File: src/rtl/uart_cmd_ctrl_if.sv
// Client command/response and UART FIFO signals shared between uart_cmd_ctrl and its environment.
interface uart_cmd_ctrl_if;
    logic [1:0]  req;
    logic [15:0] cmd_data;
    logic [1:0]  cmd_valid;
    logic [1:0]  cmd_ready;
    logic [7:0]  rsp_data;
    logic [1:0]  rsp_valid;
    logic [1:0]  done;
    logic [1:0]  status;
    logic [1:0]  grant;
    logic        busy;
    logic        wr_uart;
    logic [7:0]  w_data;
    logic        tx_full;
    logic        rd_uart;
    logic [7:0]  r_data;
    logic        rx_empty;
    logic        e_parity;
    logic        e_frame;
    logic        e_rxof;

    modport master (
        output req, cmd_data, cmd_valid, tx_full, r_data, rx_empty, e_parity, e_frame, e_rxof,
        input  cmd_ready, rsp_data, rsp_valid, done, status, grant, busy, wr_uart, w_data, rd_uart
    );

    modport slave (
        input  req, cmd_data, cmd_valid, tx_full, r_data, rx_empty, e_parity, e_frame, e_rxof,
        output cmd_ready, rsp_data, rsp_valid, done, status, grant, busy, wr_uart, w_data, rd_uart
    );
endinterface

File: src/rtl/uart_cmd_ctrl.sv
// Round-robin transaction controller sharing one FIFO-buffered UART between two command clients.
// A transaction streams a command up to TERM_TX, then returns RX bytes until PROMPT, timeout or error.
module uart_cmd_ctrl #(
    parameter logic [7:0]  TERM_TX = 8'h0D,
    parameter logic [7:0]  PROMPT  = 8'h3E,
    parameter int unsigned TIMEOUT = 500000,
    parameter int unsigned TO_W    = 20
) (
    input  logic           clk,
    input  logic           reset,
    uart_cmd_ctrl_if.slave bus
);
    localparam int unsigned ST_W = 3;
    localparam logic [2:0] S_IDLE  = 3'd0;
    localparam logic [2:0] S_FLUSH = 3'd1;
    localparam logic [2:0] S_SEND  = 3'd2;
    localparam logic [2:0] S_RECV  = 3'd3;
    localparam logic [2:0] S_DONE  = 3'd4;

    localparam logic [1:0] ST_OK  = 2'b00;
    localparam logic [1:0] ST_TO  = 2'b01;
    localparam logic [1:0] ST_ERR = 2'b10;

    localparam logic [TO_W-1:0] TO_LAST = TO_W'(TIMEOUT - 1);

    logic [ST_W-1:0] state_q, state_d;
    logic [1:0]      grant_q, grant_d;
    logic            busy_q, busy_d;
    logic            last_q, last_d;
    logic [TO_W-1:0] timer_q, timer_d;
    logic [7:0]      rsp_data_q, rsp_data_d;
    logic [1:0]      rsp_valid_q, rsp_valid_d;
    logic [1:0]      done_q, done_d;
    logic [1:0]      status_q, status_d;

    logic            wr_uart_c;
    logic            rd_uart_c;
    logic [1:0]      cmd_ready_c;
    logic [7:0]      w_data_c;

    logic            g;
    logic            pref;
    logic            win;
    logic [7:0]      cmd_byte;
    logic            rx_err;

    // Granted client index and its command lane
    assign g        = grant_q[1];
    assign cmd_byte = g ? bus.cmd_data[15:8] : bus.cmd_data[7:0];
    assign rx_err   = bus.e_parity | bus.e_frame | bus.e_rxof;

    // The client that did not own the last transaction is preferred
    assign pref = ~last_q;
    assign win  = bus.req[pref] ? pref : last_q;

    always_comb begin
        state_d     = state_q;
        grant_d     = grant_q;
        last_d      = last_q;
        timer_d     = timer_q;
        rsp_data_d  = rsp_data_q;
        rsp_valid_d = 2'b00;
        done_d      = 2'b00;
        status_d    = status_q;
        wr_uart_c   = 1'b0;
        rd_uart_c   = 1'b0;
        cmd_ready_c = 2'b00;
        w_data_c    = 8'h00;

        case (state_q)
            S_IDLE: begin
                if (bus.req != 2'b00) begin
                    grant_d = win ? 2'b10 : 2'b01;
                    state_d = S_FLUSH;
                end
            end

            // Stale RX bytes from a previous exchange are dropped before the command goes out
            S_FLUSH: begin
                if (!bus.rx_empty) begin
                    rd_uart_c = 1'b1;
                end else begin
                    state_d = S_SEND;
                end
            end

            S_SEND: begin
                cmd_ready_c[g] = ~bus.tx_full;
                if (bus.cmd_valid[g] && !bus.tx_full) begin
                    wr_uart_c = 1'b1;
                    w_data_c  = cmd_byte;
                    if (cmd_byte == TERM_TX) begin
                        timer_d = '0;
                        state_d = S_RECV;
                    end
                end
            end

            // Error beats prompt; a byte in the timeout cycle beats the timeout
            S_RECV: begin
                timer_d = timer_q + TO_W'(1);
                if (!bus.rx_empty) begin
                    rd_uart_c = 1'b1;
                    timer_d   = '0;
                end
                if (rx_err) begin
                    state_d  = S_DONE;
                    status_d = ST_ERR;
                    done_d   = grant_q;
                end else if (!bus.rx_empty) begin
                    if (bus.r_data == PROMPT) begin
                        state_d  = S_DONE;
                        status_d = ST_OK;
                        done_d   = grant_q;
                    end else begin
                        rsp_data_d  = bus.r_data;
                        rsp_valid_d = grant_q;
                    end
                end else if (timer_q == TO_LAST) begin
                    state_d  = S_DONE;
                    status_d = ST_TO;
                    done_d   = grant_q;
                end
            end

            S_DONE: begin
                last_d  = g;
                grant_d = 2'b00;
                state_d = S_IDLE;
            end

            default: begin
                state_d = S_IDLE;
                grant_d = 2'b00;
            end
        endcase

        busy_d = (state_d != S_IDLE);
    end

    always_ff @(posedge clk) begin
        if (!reset) begin
            state_q     <= S_IDLE;
            grant_q     <= 2'b00;
            busy_q      <= 1'b0;
            last_q      <= 1'b1;
            timer_q     <= '0;
            rsp_data_q  <= 8'h00;
            rsp_valid_q <= 2'b00;
            done_q      <= 2'b00;
            status_q    <= ST_OK;
        end else begin
            state_q     <= state_d;
            grant_q     <= grant_d;
            busy_q      <= busy_d;
            last_q      <= last_d;
            timer_q     <= timer_d;
            rsp_data_q  <= rsp_data_d;
            rsp_valid_q <= rsp_valid_d;
            done_q      <= done_d;
            status_q    <= status_d;
        end
    end

    assign bus.grant     = grant_q;
    assign bus.busy      = busy_q;
    assign bus.rsp_data  = rsp_data_q;
    assign bus.rsp_valid = rsp_valid_q;
    assign bus.done      = done_q;
    assign bus.status    = status_q;
    assign bus.wr_uart   = wr_uart_c;
    assign bus.rd_uart   = rd_uart_c;
    assign bus.cmd_ready = cmd_ready_c;
    assign bus.w_data    = w_data_c;
endmodule

File: src/flat_wrapper.sv
// flat-port wrapper written by rule: the top's interface ports become plain ports
module uart_cmd_ctrl_flat 
#(
    parameter logic [7:0]  TERM_TX = 8'h0D,
    parameter logic [7:0]  PROMPT  = 8'h3E,
    parameter int unsigned TIMEOUT = 500000,
    parameter int unsigned TO_W    = 20
)
  (clk, reset, bus_req, bus_cmd_data, bus_cmd_valid, bus_tx_full, bus_r_data, bus_rx_empty, bus_e_parity, bus_e_frame, bus_e_rxof, bus_cmd_ready, bus_rsp_data, bus_rsp_valid, bus_done, bus_status, bus_grant, bus_busy, bus_wr_uart, bus_w_data, bus_rd_uart);
  uart_cmd_ctrl_if bus_i ();
  input  logic clk;
  input  logic reset;
  input wire logic [$bits(bus_i.req)-1:0] bus_req;
  input wire logic [$bits(bus_i.cmd_data)-1:0] bus_cmd_data;
  input wire logic [$bits(bus_i.cmd_valid)-1:0] bus_cmd_valid;
  input wire logic [$bits(bus_i.tx_full)-1:0] bus_tx_full;
  input wire logic [$bits(bus_i.r_data)-1:0] bus_r_data;
  input wire logic [$bits(bus_i.rx_empty)-1:0] bus_rx_empty;
  input wire logic [$bits(bus_i.e_parity)-1:0] bus_e_parity;
  input wire logic [$bits(bus_i.e_frame)-1:0] bus_e_frame;
  input wire logic [$bits(bus_i.e_rxof)-1:0] bus_e_rxof;
  output wire logic [$bits(bus_i.cmd_ready)-1:0] bus_cmd_ready;
  output wire logic [$bits(bus_i.rsp_data)-1:0] bus_rsp_data;
  output wire logic [$bits(bus_i.rsp_valid)-1:0] bus_rsp_valid;
  output wire logic [$bits(bus_i.done)-1:0] bus_done;
  output wire logic [$bits(bus_i.status)-1:0] bus_status;
  output wire logic [$bits(bus_i.grant)-1:0] bus_grant;
  output wire logic [$bits(bus_i.busy)-1:0] bus_busy;
  output wire logic [$bits(bus_i.wr_uart)-1:0] bus_wr_uart;
  output wire logic [$bits(bus_i.w_data)-1:0] bus_w_data;
  output wire logic [$bits(bus_i.rd_uart)-1:0] bus_rd_uart;
  assign bus_i.req = bus_req;
  assign bus_i.cmd_data = bus_cmd_data;
  assign bus_i.cmd_valid = bus_cmd_valid;
  assign bus_i.tx_full = bus_tx_full;
  assign bus_i.r_data = bus_r_data;
  assign bus_i.rx_empty = bus_rx_empty;
  assign bus_i.e_parity = bus_e_parity;
  assign bus_i.e_frame = bus_e_frame;
  assign bus_i.e_rxof = bus_e_rxof;
  assign bus_cmd_ready = bus_i.cmd_ready;
  assign bus_rsp_data = bus_i.rsp_data;
  assign bus_rsp_valid = bus_i.rsp_valid;
  assign bus_done = bus_i.done;
  assign bus_status = bus_i.status;
  assign bus_grant = bus_i.grant;
  assign bus_busy = bus_i.busy;
  assign bus_wr_uart = bus_i.wr_uart;
  assign bus_w_data = bus_i.w_data;
  assign bus_rd_uart = bus_i.rd_uart;
  uart_cmd_ctrl #(.TERM_TX(TERM_TX), .PROMPT(PROMPT), .TIMEOUT(TIMEOUT), .TO_W(TO_W)) u_core (.clk(clk), .reset(reset), .bus(bus_i));
endmodule
File: config.mk
export PLATFORM = sky130hd
export DESIGN_NAME = uart_cmd_ctrl_flat
export DESIGN_NICKNAME = d
export VERILOG_FILES = /design/src/rtl/uart_cmd_ctrl_if.sv /design/src/rtl/uart_cmd_ctrl.sv /design/src/flat_wrapper.sv
export SDC_FILE = /design/constraint.sdc
export NUM_CORES = 1
export LEC_CHECK = 0
export BUFFER_PORTS_ARGS = -buffer_cell sky130_fd_sc_hd__buf_2
export CORE_MARGIN = 4
export CORE_UTILIZATION = 41
export CTS_BUF_LIST = sky130_fd_sc_hd__clkbuf_4 sky130_fd_sc_hd__clkbuf_8 sky130_fd_sc_hd__clkbuf_16
export DETAILED_ROUTE_END_ITERATION = 10
export PLACE_DENSITY_LB_ADDON = 0.15
export SLEW_MARGIN = 20
export SYNTH_ARGS = -nofsm -noshare
export SYNTH_HDL_FRONTEND = slang
export SYNTH_SLANG_ARGS = --single-unit
File: constraint.sdc
create_clock -name clk -period 3.5 [get_ports clk]
set_input_delay 0.175 -clock clk [delete_from_list [all_inputs] [get_ports clk]]
set_output_delay 0.175 -clock clk [all_outputs]
set_load 0.02 [all_outputs]
==> results of run 1 <==
[registers in the layout, summed over array words and instances, names as in the netlist]
register / flops
u_core.bus.rsp_valid: 2
u_core.bus.rsp_data: 8
u_core.last_q: 1
u_core.bus.done: 2
u_core.bus.busy: 1
u_core.timer_q: 20
u_core.bus.grant: 2
u_core.state_q: 3
u_core.bus.status: 2
[kinds of logic (layout without fill, tap and decap cells)]
group,after synthesis,after routing,synth area share (%)
simple gates,129,129,32.8
flops,41,41,35.2
fa+ha+maj,1,1,0.536
mux,29,29,12.5
buf+inv,22,78,4.77
compound gates,47,47,14.2
[synth_stat cells, types with 5 or more instances]
master and instances:
a21oi_1 14, a21oi_2 10, a31oi_1 6, and3_1 8
and4_1 5, buf_2 5, clkbuf_1 8, dfxtp_1 41
inv_1 5, mux2i_1 28, nand2_1 19, nand3_1 23
nand3b_1 15, nand4_1 6, nor2_1 17, nor2b_1 12
o21ai_0 7
[worst min path at each step]
stage | startpoint | to | slack [ns]
after floorplan | reset | u_core.state_q[2] | 0.31
after global placement | bus_r_data[2] | u_core.bus.rsp_data[2] | 0.44
after detailed placement | bus_r_data[1] | u_core.bus.rsp_data[1] | 0.46
after CTS | bus_r_data[1] | u_core.bus.rsp_data[1] | 0.15
after global routing | bus_r_data[1] | u_core.bus.rsp_data[1] | 0.16
final | bus_r_data[1] | u_core.bus.rsp_data[1] | 0.16
[tightest hold or removal path: stages]
cell     delay [ns]
buf_2          0.09
mux2i_1        0.06
nor2b_1        0.10
[cell usage in the layout (no fill, tap or decap), types with 7 or more instances in the layout]
cell	n
nor2b_1	12
nand3_1	23
dfxtp_1	41
buf_2	63
nor2_1	17
nand2_1	19
mux2i_1	28
a21oi_1	14
and3_1	8
a21oi_2	10
o21ai_0	7
nand3b_1	15
[metrics by stage]
stage          total power (W)  hold slack [ns]  setup slack [ns]
2_1_floorplan         0.000566            0.306              1.66
3_3_place_gp          0.000604            0.445              1.18
3_5_place_dp          0.000604            0.457              1.11
4_1_cts                0.00100            0.147              1.09
5_1_grt                0.00103            0.160             0.877
6_report              0.000988            0.161              1.09
[layout make-up]
class / count / area (um2)
Fill cell: 535 / 2720
Multi-Input combinational cell: 206 / 1410
Sequential cell: 41 / 821
Timing Repair Buffer: 65 / 330
Tap cell: 72 / 90.1
Clock buffer: 6 / 82.6
Clock inverter: 2 / 37.5
Inverter: 5 / 18.8
[per-layer routing]
layer	track usage, %	up-vias	routed length [um]
met4	3.07	0	29
li1	-	1088	-
met1	20.3	983	2530
met3	3.87	2	329
met2	24.9	54	2460
met5	0	-	0
[report_power, final]
group | internal [W] | switching (W) | total, W
Sequential | 0.000474 | 0.0000119 | 0.000486
Combinational | 0.0000482 | 0.0000608 | 0.000109
Clock | 0.000232 | 0.000162 | 0.000394
Total | 0.000754 | 0.000234 | 0.000988
==> flow_summary_export.csv, run 1 <==
group,metric,value,unit
status,status,"finished, final reports clean",
worst_setup_path,path_cells,"nand2b_1 -> nor4_2 -> o21ai_4 -> buf_4 -> nand3b_1 -> mux2i_1",
synthesis,yosysSeqAreaShare,35.2,%
timing,skew,0.00722,ns
routing,vias_per_cell,5.36,
timing,fin_crit,2.41,ns
floorplan,pin_count,64,
clocking,numClockSinks,41,
cells_and_area,design_area,2790,um2
placed_design,placed_area,2660,um2
min_path,hold_depth,3,
clocking,cts_buffers,5,
routing,vias,2127,
grt,grt_pass1_wl,9110,um
worst_setup_path,cp.depth,6,
placed_design,io_buffers,63,
clocking,hold_buffers,0,
synthesis,synth_edf_count,0,
routing,routedWlPerCell,13.5,um
clocking,clk_latency,0.29,ns
cells_and_area,syn_to_final_growth,19.5,%
min_path,hold_path.class,"in2reg",
cells_and_area,n_antenna_cell,0,
timing,finalSetupTns,0,ns
worst_setup_path,path_max_fanout,32,
clocking,htreeDepth,2,
clocking,cts_tree,"built",
worst_setup_path,startpoint,"u_core.bus.grant[1]",
timing,finalSetupViolations,0,
worst_setup_path,crit_type,"reg2reg",
grt,grt_max_degree,33,
worst_setup_path,crit_buf_inv,1,
synthesis,yosys.area.top_type,"dfxtp_1",
synthesis,syn-instance-count,269,
floorplan,die_area,6960,um2
worst_setup_path,crit_family,"flip-flops",
timing,relSlewSlack,42.8,%
synthesis,async_reset_ff_share,0,%
clocking,cts_setup_buffers,0,
floorplan,fp.coreArea,5510,um2
synthesis,synth_area,2330,um2
grt,grt_usage,15.2,%
placed_design,dp.cells,389,
synthesis,yosys-top-cells-area,"dfxtp_1 35%, mux2i_1 12%, nand3_1 4.9%, nand3b_1 4.8%, a21oi_2 3.8%",
worst_setup_path,rrSetupSlack,1.09,ns
power_and_ir_drop,peakVddDrop,0.239,mV
worst_setup_path,slowest_stage,"dfxtp_1",
timing,rsz0062_at_grt,"no",
timing,clock.fmax,416,MHz
timing,finalMaxSlewViolations,0,
grt,antenna_found_initial,0,
worst_setup_path,start_kind,"register",
clocking,clock-root-buffer,"clkbuf_8",
cells_and_area,final_core_util,50.6,%
worst_setup_path,cp.required,3.71,ns
clocking,ctsResizeCount,0,
routing,routed_wl,5350,um
worst_setup_path,rr_worst_depth,6,
synthesis,synth_top_flop_cell,"dfxtp_1",
routing,dr.first_iter.drc_count,75,
grt,grt_pass1_vias,1986,
routing,post-route-drc-count,0,
placed_design,finalWeightedCongestion,0.783,
synthesis,yosys_warnings,0,
cells_and_area,fin_cells,397,
placed_design,hpwl,3860,um
floorplan,initial_utilization,42.4,%
timing,tightest_slew,0.855,ns
synthesis,avgSynthCellArea,8.67,um2
floorplan,die_h,83.4,um
timing,hold_viol,0,
grt,globalRouteOverflowTotal,0,
routing,drt_first_pass_iters,4,
job,cap_violations,0,
floorplan,fp.dieW,83.4,um
timing,fin_crit_sh,68.7,%
cells_and_area,layout.nets,360,
power_and_ir_drop,leakagePower,1.17,nW
synthesis,synth_cell_type_count,43,
worst_setup_path,crit_end,"u_core.timer_q[16]",
clocking,clockBufferDepth,2,
power_and_ir_drop,cellPowerDensity,354,nW/um2
synthesis,syn_nets,305,
synthesis,ys_seq_elements,41,
worst_setup_path,r2r-end,"u_core.timer_q[16]",
synthesis,yosysTopAreaCellShare,35.2,%
worst_setup_path,critPathCaptureType,"register",
worst_setup_path,critPathArrivalTime,2.62,ns
cells_and_area,drive_above_1_share,28.0,%
worst_setup_path,r2r-start,"u_core.bus.grant[1]",
worst_setup_path,slowest_delay,0.73,ns
floorplan,rows,27,
routing,antenna_left,0,
clocking,cts.clk_slew.worst_paths,0.08,ns
No activity file was read; power rests on OpenSTA's default activity.
==> run 2: changes to the inputs <==
--- a/config.mk
+++ b/config.mk
@@ -5,6 +5,7 @@
 export SDC_FILE = /design/constraint.sdc
 export NUM_CORES = 1
 export LEC_CHECK = 0
+export ABC_AREA = 1
 export BUFFER_PORTS_ARGS = -buffer_cell sky130_fd_sc_hd__buf_2
 export CORE_MARGIN = 4
 export CORE_UTILIZATION = 41
==> constraint.sdc (replaced) <==
create_clock -name clk -period 2 [get_ports clk]
set_input_delay 0.1 -clock clk [delete_from_list [all_inputs] [get_ports clk]]
set_output_delay 0.1 -clock clk [all_outputs]
set_load 0.02 [all_outputs]
==> run 2 against run 1 <==
Compared with the run above: core utilization increased by 0.81 points; area after synthesis increased by 4.3%; worst hold slack got worse by 0.073 ns; sequential share of layout area decreased by 1.1 points; clock power increased by 41%; worst setup slack got worse by 0.91 ns; non-clock buffer count increased by 2; sequential cell count unchanged; largest cell class unchanged; highest routed layer unchanged.
==> flow_summary_export.csv, run 2 <==
group,metric,value,unit
status,status,"finished, final reports clean",
floorplan,fp.dieW,85.0,um
clocking,clockBufferDepth,2,
power_and_ir_drop,power.internal,0.00120,W
worst_setup_path,critPathCaptureType,"output port",
clocking,clock-root-buffer,"clkbuf_8",
timing,skew,0.00586,ns
timing,tightest_slew,0.437,ns
worst_setup_path,slowest_stage,"dfxtp_2",
worst_setup_path,slowest_delay,0.41,ns
worst_setup_path,path_cells,"inv_2 -> nand2_1 -> nand2_1 -> nand2_1 -> nor2_2 -> inv_1 -> a21oi_1 -> buf_2",
clocking,cts.clk_slew.worst_paths,0.08,ns
routing,drt_first_pass_iters,4,
worst_setup_path,crit_type,"reg2out",
power_and_ir_drop,leakagePower,1.29,nW
min_path,hold_path.class,"in2reg",
timing,rsz0062_at_grt,"no",
worst_setup_path,crit_buf_inv,3,
cells_and_area,fillerInstances,579,
power_and_ir_drop,p_comb_share,15.4,%
routing,antenna_left,0,
cells_and_area,drive_above_1_share,24.9,%
timing,fin_crit,1.82,ns
cells_and_area,layout.nets,481,
synthesis,avgSynthCellArea,6.39,um2
routing,dr.first_iter.drc_count,92,
cells_and_area,final_common_cell,"nand2_1",
routing,top_layer,"met4",
synthesis,yosys-top-cells-count,"103 x nand2_1, 50 x inv_1, 44 x nor2_1",
floorplan,fp.coreArea,5640,um2
timing,fin_crit_sh,90.9,%
grt,grt_pass1_wl,10000,um
worst_setup_path,r2r-end,"u_core.bus.busy",
timing,hold_viol,0,
clocking,clk_latency,0.29,ns
clocking,cts_buffers,5,
routing,met2_wirelength,2920,um
worst_setup_path,rrSetupSlack,0.26,ns
job,cap_violations,0,
synthesis,yosys.area.top_type,"dfxtp_1",
synthesis,synth_top_flop_cell,"dfxtp_1",
routing,post-route-drc-count,0,
synthesis,syn_nets,417,
cells_and_area,syn_to_final_growth,19.3,%
synthesis,yosys_warnings,0,
synthesis,synth_cell_type_count,33,
timing,relSlewSlack,70.9,%
grt,grt_pass1_vias,2241,
power_and_ir_drop,peakVddDrop,0.317,mV
floorplan,rows,27,
clocking,cts_tree,"built",
synthesis,async_reset_ff_share,0,%
cells_and_area,regMostFlops,"u_core.timer_q",
synthesis,synth_edf_count,0,
cells_and_area,multi_input_area,1360,um2
power_and_ir_drop,netSwitchingPower,0.000475,W
worst_setup_path,r2r-start,"u_core.timer_q[0]",
power_and_ir_drop,clockPowerShare,33.3,%
cells_and_area,seqCellArea,822,um2
grt,globalRouteOverflowTotal,0,
floorplan,die_h,85.0,um
routing,routed_wl,6190,um
routing,wl_met1,2800,um
floorplan,pin_count,64,
power_and_ir_drop,seqPwrFrac,51.3,%
min_path,hold_depth,3,
routing,dr_wl_met3,375,um
cells_and_area,n_antenna_cell,0,
worst_setup_path,crit_family,"buffers and inverters",
synthesis,syn-instance-count,381,
routing,routedWlPerCell,12.0,um
min_path,hold_start,"bus_r_data[5]",
synthesis,yosys-top-cells-area,"dfxtp_1 34%, nand2_1 16%, inv_1 7.7%, nor2_1 6.8%, nand4_1 5.4%",
placed_design,finalWeightedCongestion,0.828,
grt,grt_usage,16.8,%
grt,antenna_found_initial,0,
placed_design,hpwl,4710,um
worst_setup_path,cp.depth,8,
timing,finalSetupViolations,0,
power_and_ir_drop,total_power,0.00167,W
power_and_ir_drop,cellPowerDensity,575,nW/um2
power_and_ir_drop,sw_frac_of_total,28.4,%
timing,finalSetupTns,0,ns
routing,vias_per_cell,4.96,
timing,finalMaxSlewViolations,0,
worst_setup_path,cp.required,1.90,ns
grt,grt_max_degree,22,
synthesis,ys_seq_elements,41,
synthesis,synth.most_common_cell,"nand2_1",
worst_setup_path,crit_path_frequent_cell,"nand2_1",
placed_design,io_buffers,63,
clocking,htreeDepth,2,
synthesis,yosysTopAreaCellShare,33.7,%
worst_setup_path,start_kind,"register",
synthesis,yosysSeqAreaShare,33.7,%
cells_and_area,largest_register_ff_count,20,
clocking,numClockSinks,41,
worst_setup_path,path_max_fanout,17,
cells_and_area,final_cell_mix,"103 x nand2_1, 63 x buf_2, 50 x inv_1, 44 x nor2_1, 40 x dfxtp_1",
min_path,hold_end,"u_core.bus.rsp_data[5]",
worst_setup_path,rr_worst_depth,10,
floorplan,initial_utilization,43.1,%
floorplan,die_area,7230,um2
worst_setup_path,critPathArrivalTime,1.72,ns
synthesis,synth_area,2430,um2
routing,vias,2562,
timing,clock.fmax,550,MHz
==> run 2: cell count changes in the layout (fill, tap and decap cells not counted), moves of 6 or more <==
cell	before	now
a21oi_1	14	23
a31oi_1	6	0
and3_1	8	0
inv_1	5	50
mux2i_1	28	0
nand2_1	19	103
nand2_2	0	10
nand3_1	23	17
nand3b_1	15	0
nand4_1	6	21
nor2_1	17	44
nor2b_1	12	0
o21ai_0	7	17
==> run 2: timing repair <==
item	4_1_cts	5_1_grt
hold buffers	0	0
endpoints found under the setup margin	0	9
resized for setup	0	2
setup buffers	0	0
==> run 2: final cells by class <==
| class | count | share of cell area, % |
|---|---|---|
| Timing Repair Buffer | 67 | 11.9 |
| Clock inverter | 1 | 0.259 |
| Inverter | 52 | 6.90 |
| Clock buffer | 6 | 2.84 |
| Tap cell | 72 | 3.10 |
| Sequential cell | 41 | 28.3 |
| Multi-Input combinational cell | 278 | 46.7 |
==> run 2: power groups by stage <==
stage | clock network [W] | logic, W | registers, W
6_report | 0.000557 | 0.000257 | 0.000856
5_1_grt | 0.000618 | 0.000290 | 0.000860
4_1_cts | 0.000586 | 0.000258 | 0.000855
3_5_place_dp | 0 | 0.000257 | 0.000875
3_3_place_gp | 0 | 0.000255 | 0.000874
2_1_floorplan | 0 | 0.000164 | 0.000881
==> run 2: cells by family after synthesis <==
family | synth area share [%]
compound gates | 14.6
xor+xnor | 0.360
fa+ha+maj | 0.514
buf+inv | 10.9
flops | 33.7
simple gates | 39.9
==> run 2: worst max path at each step <==
stage,startpoint,endpoint,slack [ns]
floorplan,u_core.bus.grant[1],u_core.timer_q[2],0.35
global placement,u_core.timer_q[0],u_core.bus.busy,0.23
detailed placement,u_core.timer_q[0],u_core.bus.busy,0.25
CTS,u_core.bus.grant[1],bus_w_data[0],0.03
global route,u_core.state_q[2],bus_w_data[2],0.03
finish,u_core.bus.grant[1],bus_w_data[2],0.18
==> run 2: per-stage QoR <==
stage	hold slack, ns	cells	area [um2]	setup WS [ns]	utilization [%]
after floorplan	0.234	381	2430	0.350	-
after global placement	0.388	510	2810	0.234	49.8
after detailed placement	0.390	510	2810	0.246	49.8
after CTS	0.0785	517	2900	0.0262	51.4
after global routing	0.0878	517	2900	0.0279	51.5
final	0.0874	517	2900	0.182	51.5
==> run 2: per-layer routing <==
layer	vias up	GRT usage [%]
li1	1355	-
met1	1132	20.9
met2	66	28.5
met3	9	3.98
met4	0	5.76
met5	-	0
==> run 2: worst reg2reg max path, stage by stage, from the launching register on <==
cell and delay (ns):
dfxtp_1 0.47, ha_2 0.29, nand3_1 0.14, nor2_1 0.13, nand3_1 0.13, nand2_1 0.11, nand2_1 0.08, nand2_1 0.08
nand2_1 0.05, nand2_1 0.07, nand3_1 0.07
==> run 3: changes to the inputs <==
--- a/config.mk
+++ b/config.mk
@@ -6,7 +6,7 @@
 export NUM_CORES = 1
 export LEC_CHECK = 0
 export ABC_AREA = 1
-export BUFFER_PORTS_ARGS = -buffer_cell sky130_fd_sc_hd__buf_2
+export BUFFER_PORTS_ARGS = -buffer_cell sky130_fd_sc_hd__buf_4
 export CORE_MARGIN = 4
 export CORE_UTILIZATION = 41
 export CTS_BUF_LIST = sky130_fd_sc_hd__clkbuf_4 sky130_fd_sc_hd__clkbuf_8 sky130_fd_sc_hd__clkbuf_16
@@ -16,3 +16,4 @@
 export SYNTH_ARGS = -nofsm -noshare
 export SYNTH_HDL_FRONTEND = slang
 export SYNTH_SLANG_ARGS = --single-unit
+export TNS_END_PERCENT = 100
==> run 3 against run 2 <==
Compared with the run above: combinational power up 9.7%; clock skew down 0.0023 ns; worst setup slack better by 0.067 ns; sequential cell count unchanged; first-iteration DRC count down 29%; register-to-register slack about the same; worst hold slack worse by 0.0070 ns; global-route usage up 0.49 points; critical endpoint unchanged; highest routed layer unchanged.
==> flow_summary_export.csv, run 3 (same netlist as run 2, synthesis figures left out) <==
group,metric,value,unit
status,status,"finished, final reports clean",
routing,vias_per_cell,4.90,
routing,routed_wl,6190,um
worst_setup_path,path_cells,"inv_1 -> nand3_1 -> nor2_2 -> inv_1 -> a21oi_1 -> buf_4",
timing,finalSetupTns,0,ns
grt,grt_pass1_vias,2320,
cells_and_area,final_cell_mix,"103 x nand2_1, 66 x buf_4, 50 x inv_1, 44 x nor2_1, 40 x dfxtp_1",
grt,grt_max_degree,22,
placed_design,io_buffers,63,
grt,antenna_found_initial,0,
power_and_ir_drop,netSwitchingPower,0.000475,W
cells_and_area,largest_register_ff_count,20,
power_and_ir_drop,leakagePower,1.31,nW
cells_and_area,n_antenna_cell,0,
worst_setup_path,crit_type,"reg2out",
power_and_ir_drop,power.internal,0.00122,W
min_path,hold_depth,3,
clocking,clock-root-buffer,"clkbuf_8",
clocking,cts_buffers,5,
power_and_ir_drop,sw_frac_of_total,28.0,%
grt,grt_usage,17.3,%
worst_setup_path,crit_family,"buffers and inverters",
worst_setup_path,crit_buf_inv,3,
floorplan,die_area,7230,um2
worst_setup_path,crit_path_frequent_cell,"inv_1",
routing,antenna_left,0,
min_path,hold_path.class,"in2reg",
timing,fin_crit,1.75,ns
worst_setup_path,slowest_delay,0.36,ns
worst_setup_path,r2r-end,"u_core.bus.busy",
power_and_ir_drop,clockPowerShare,32.9,%
min_path,hold_start,"bus_r_data[5]",
cells_and_area,final_common_cell,"nand2_1",
clocking,hold_buffers,0,
clocking,cts.clk_slew.worst_paths,0.08,ns
grt,globalRouteOverflowTotal,0,
clocking,cts_tree,"built",
routing,dr.first_iter.drc_count,65,
cells_and_area,layout.nets,480,
clocking,cts_setup_buffers,0,
worst_setup_path,cp.required,1.90,ns
worst_setup_path,critPathArrivalTime,1.65,ns
timing,clock.fmax,571,MHz
placed_design,pre_cts_ws,0.247,ns
worst_setup_path,r2r-start,"u_core.timer_q[0]",
min_path,hold_end,"u_core.bus.rsp_data[5]",
worst_setup_path,path_max_fanout,8,
routing,routedWlPerCell,12.0,um
floorplan,rows,27,
floorplan,die_h,85.0,um
timing,fin_crit_sh,87.5,%
cells_and_area,regMostFlops,"u_core.timer_q",
worst_setup_path,rrSetupSlack,0.26,ns
cells_and_area,drive_above_1_share,24.8,%
timing,layout_setup_ws,0.249,ns
clocking,numClockSinks,41,
grt,grt_pass1_wl,10500,um
cells_and_area,fin_cells,516,
timing,hold_viol,0,
floorplan,pin_count,64,
timing,finalSetupViolations,0,
clocking,htreeDepth,2,
floorplan,fp.coreArea,5640,um2
timing,rsz0062_at_grt,"no",
routing,drt_first_pass_iters,4,
timing,tightest_slew,0.509,ns
cells_and_area,fillerInstances,564,
routing,post-route-drc-count,0,
timing,relSlewSlack,66.0,%
clocking,clk_latency,0.29,ns
timing,finalMaxSlewViolations,0,
placed_design,hpwl,4750,um
power_and_ir_drop,p_comb_share,16.6,%
worst_setup_path,critPathCaptureType,"output port",
worst_setup_path,start_kind,"register",
routing,vias,2528,
floorplan,initial_utilization,43.1,%
floorplan,fp.dieW,85.0,um
worst_setup_path,slowest_stage,"dfxtp_1",
power_and_ir_drop,cellPowerDensity,556,nW/um2
placed_design,finalWeightedCongestion,0.834,
placed_design,dp.cells,509,
power_and_ir_drop,peakVddDrop,0.365,mV
power_and_ir_drop,seqPwrFrac,50.5,%
clocking,clockBufferDepth,2,
timing,skew,0.00358,ns
worst_setup_path,rr_worst_depth,10,
job,cap_violations,0,
cells_and_area,syn_to_final_growth,25.4,%
[run 3: worst max path at each step]
stage	depth (start not counted)	endpoint	from
6_report	6	bus_w_data[2]	u_core.state_q[2]
4_1_cts	8	bus_w_data[2]	u_core.bus.grant[1]
3_3_place_gp	10	u_core.bus.busy	u_core.timer_q[0]
3_5_place_dp	10	u_core.bus.busy	u_core.timer_q[0]
5_1_grt	10	u_core.bus.busy	u_core.timer_q[0]
2_1_floorplan	10	u_core.timer_q[2]	u_core.bus.grant[1]
[run 3: repair_timing]
action,in CTS,in global routing
resized for setup,0,2
hold endpoints to repair,0,0
endpoints found under the setup margin,0,9
[run 3: tightest hold or removal path, stage by stage]
cell	delay, ns
buf_4	0.09
o21ai_1	0.06
a21oi_1	0.09
[run 3: stage by stage]
step,hold WS (ns),instance area (um2),power [W],util (%)
CTS,0.0749,3050,0.00171,54.0
global placement,0.380,2960,0.00116,52.5
global route,0.0851,3050,0.00179,54.1
floorplan,0.234,2430,0.00105,-
finish,0.0804,3050,0.00170,54.1
detailed placement,0.383,2960,0.00116,52.5
[run 3: cell type report]
class	count	area [um2]	area share, %
Tap cell	72	90.1	2.95
Sequential cell	41	822	26.9
Multi-Input combinational cell	278	1360	44.4
Clock inverter	1	7.51	0.246
Timing Repair Buffer	66	495	16.2
Clock buffer	6	82.6	2.70
Inverter	52	200	6.56
[run 3: metal layers]
layer  part of all wire [%]  vias up  wire [um]  track usage, %
li1                       -     1352          -               -
met1                     46     1120       2820            23.2
met2                     48       53       2980            28.8
met3                    5.8        3        358            3.40
met4                   0.44        0         27            3.88
met5                      0        -          0               0
[run 3: power groups by stage]
| stage | registers (W) | clock network, W | logic [W] |
|---|---|---|---|
| floorplan | 0.000881 | 0 | 0.000164 |
| global placement | 0.000874 | 0 | 0.000284 |
| detailed placement | 0.000875 | 0 | 0.000284 |
| CTS | 0.000856 | 0.000572 | 0.000285 |
| global route | 0.000861 | 0.000609 | 0.000320 |
| finish | 0.000857 | 0.000559 | 0.000282 |
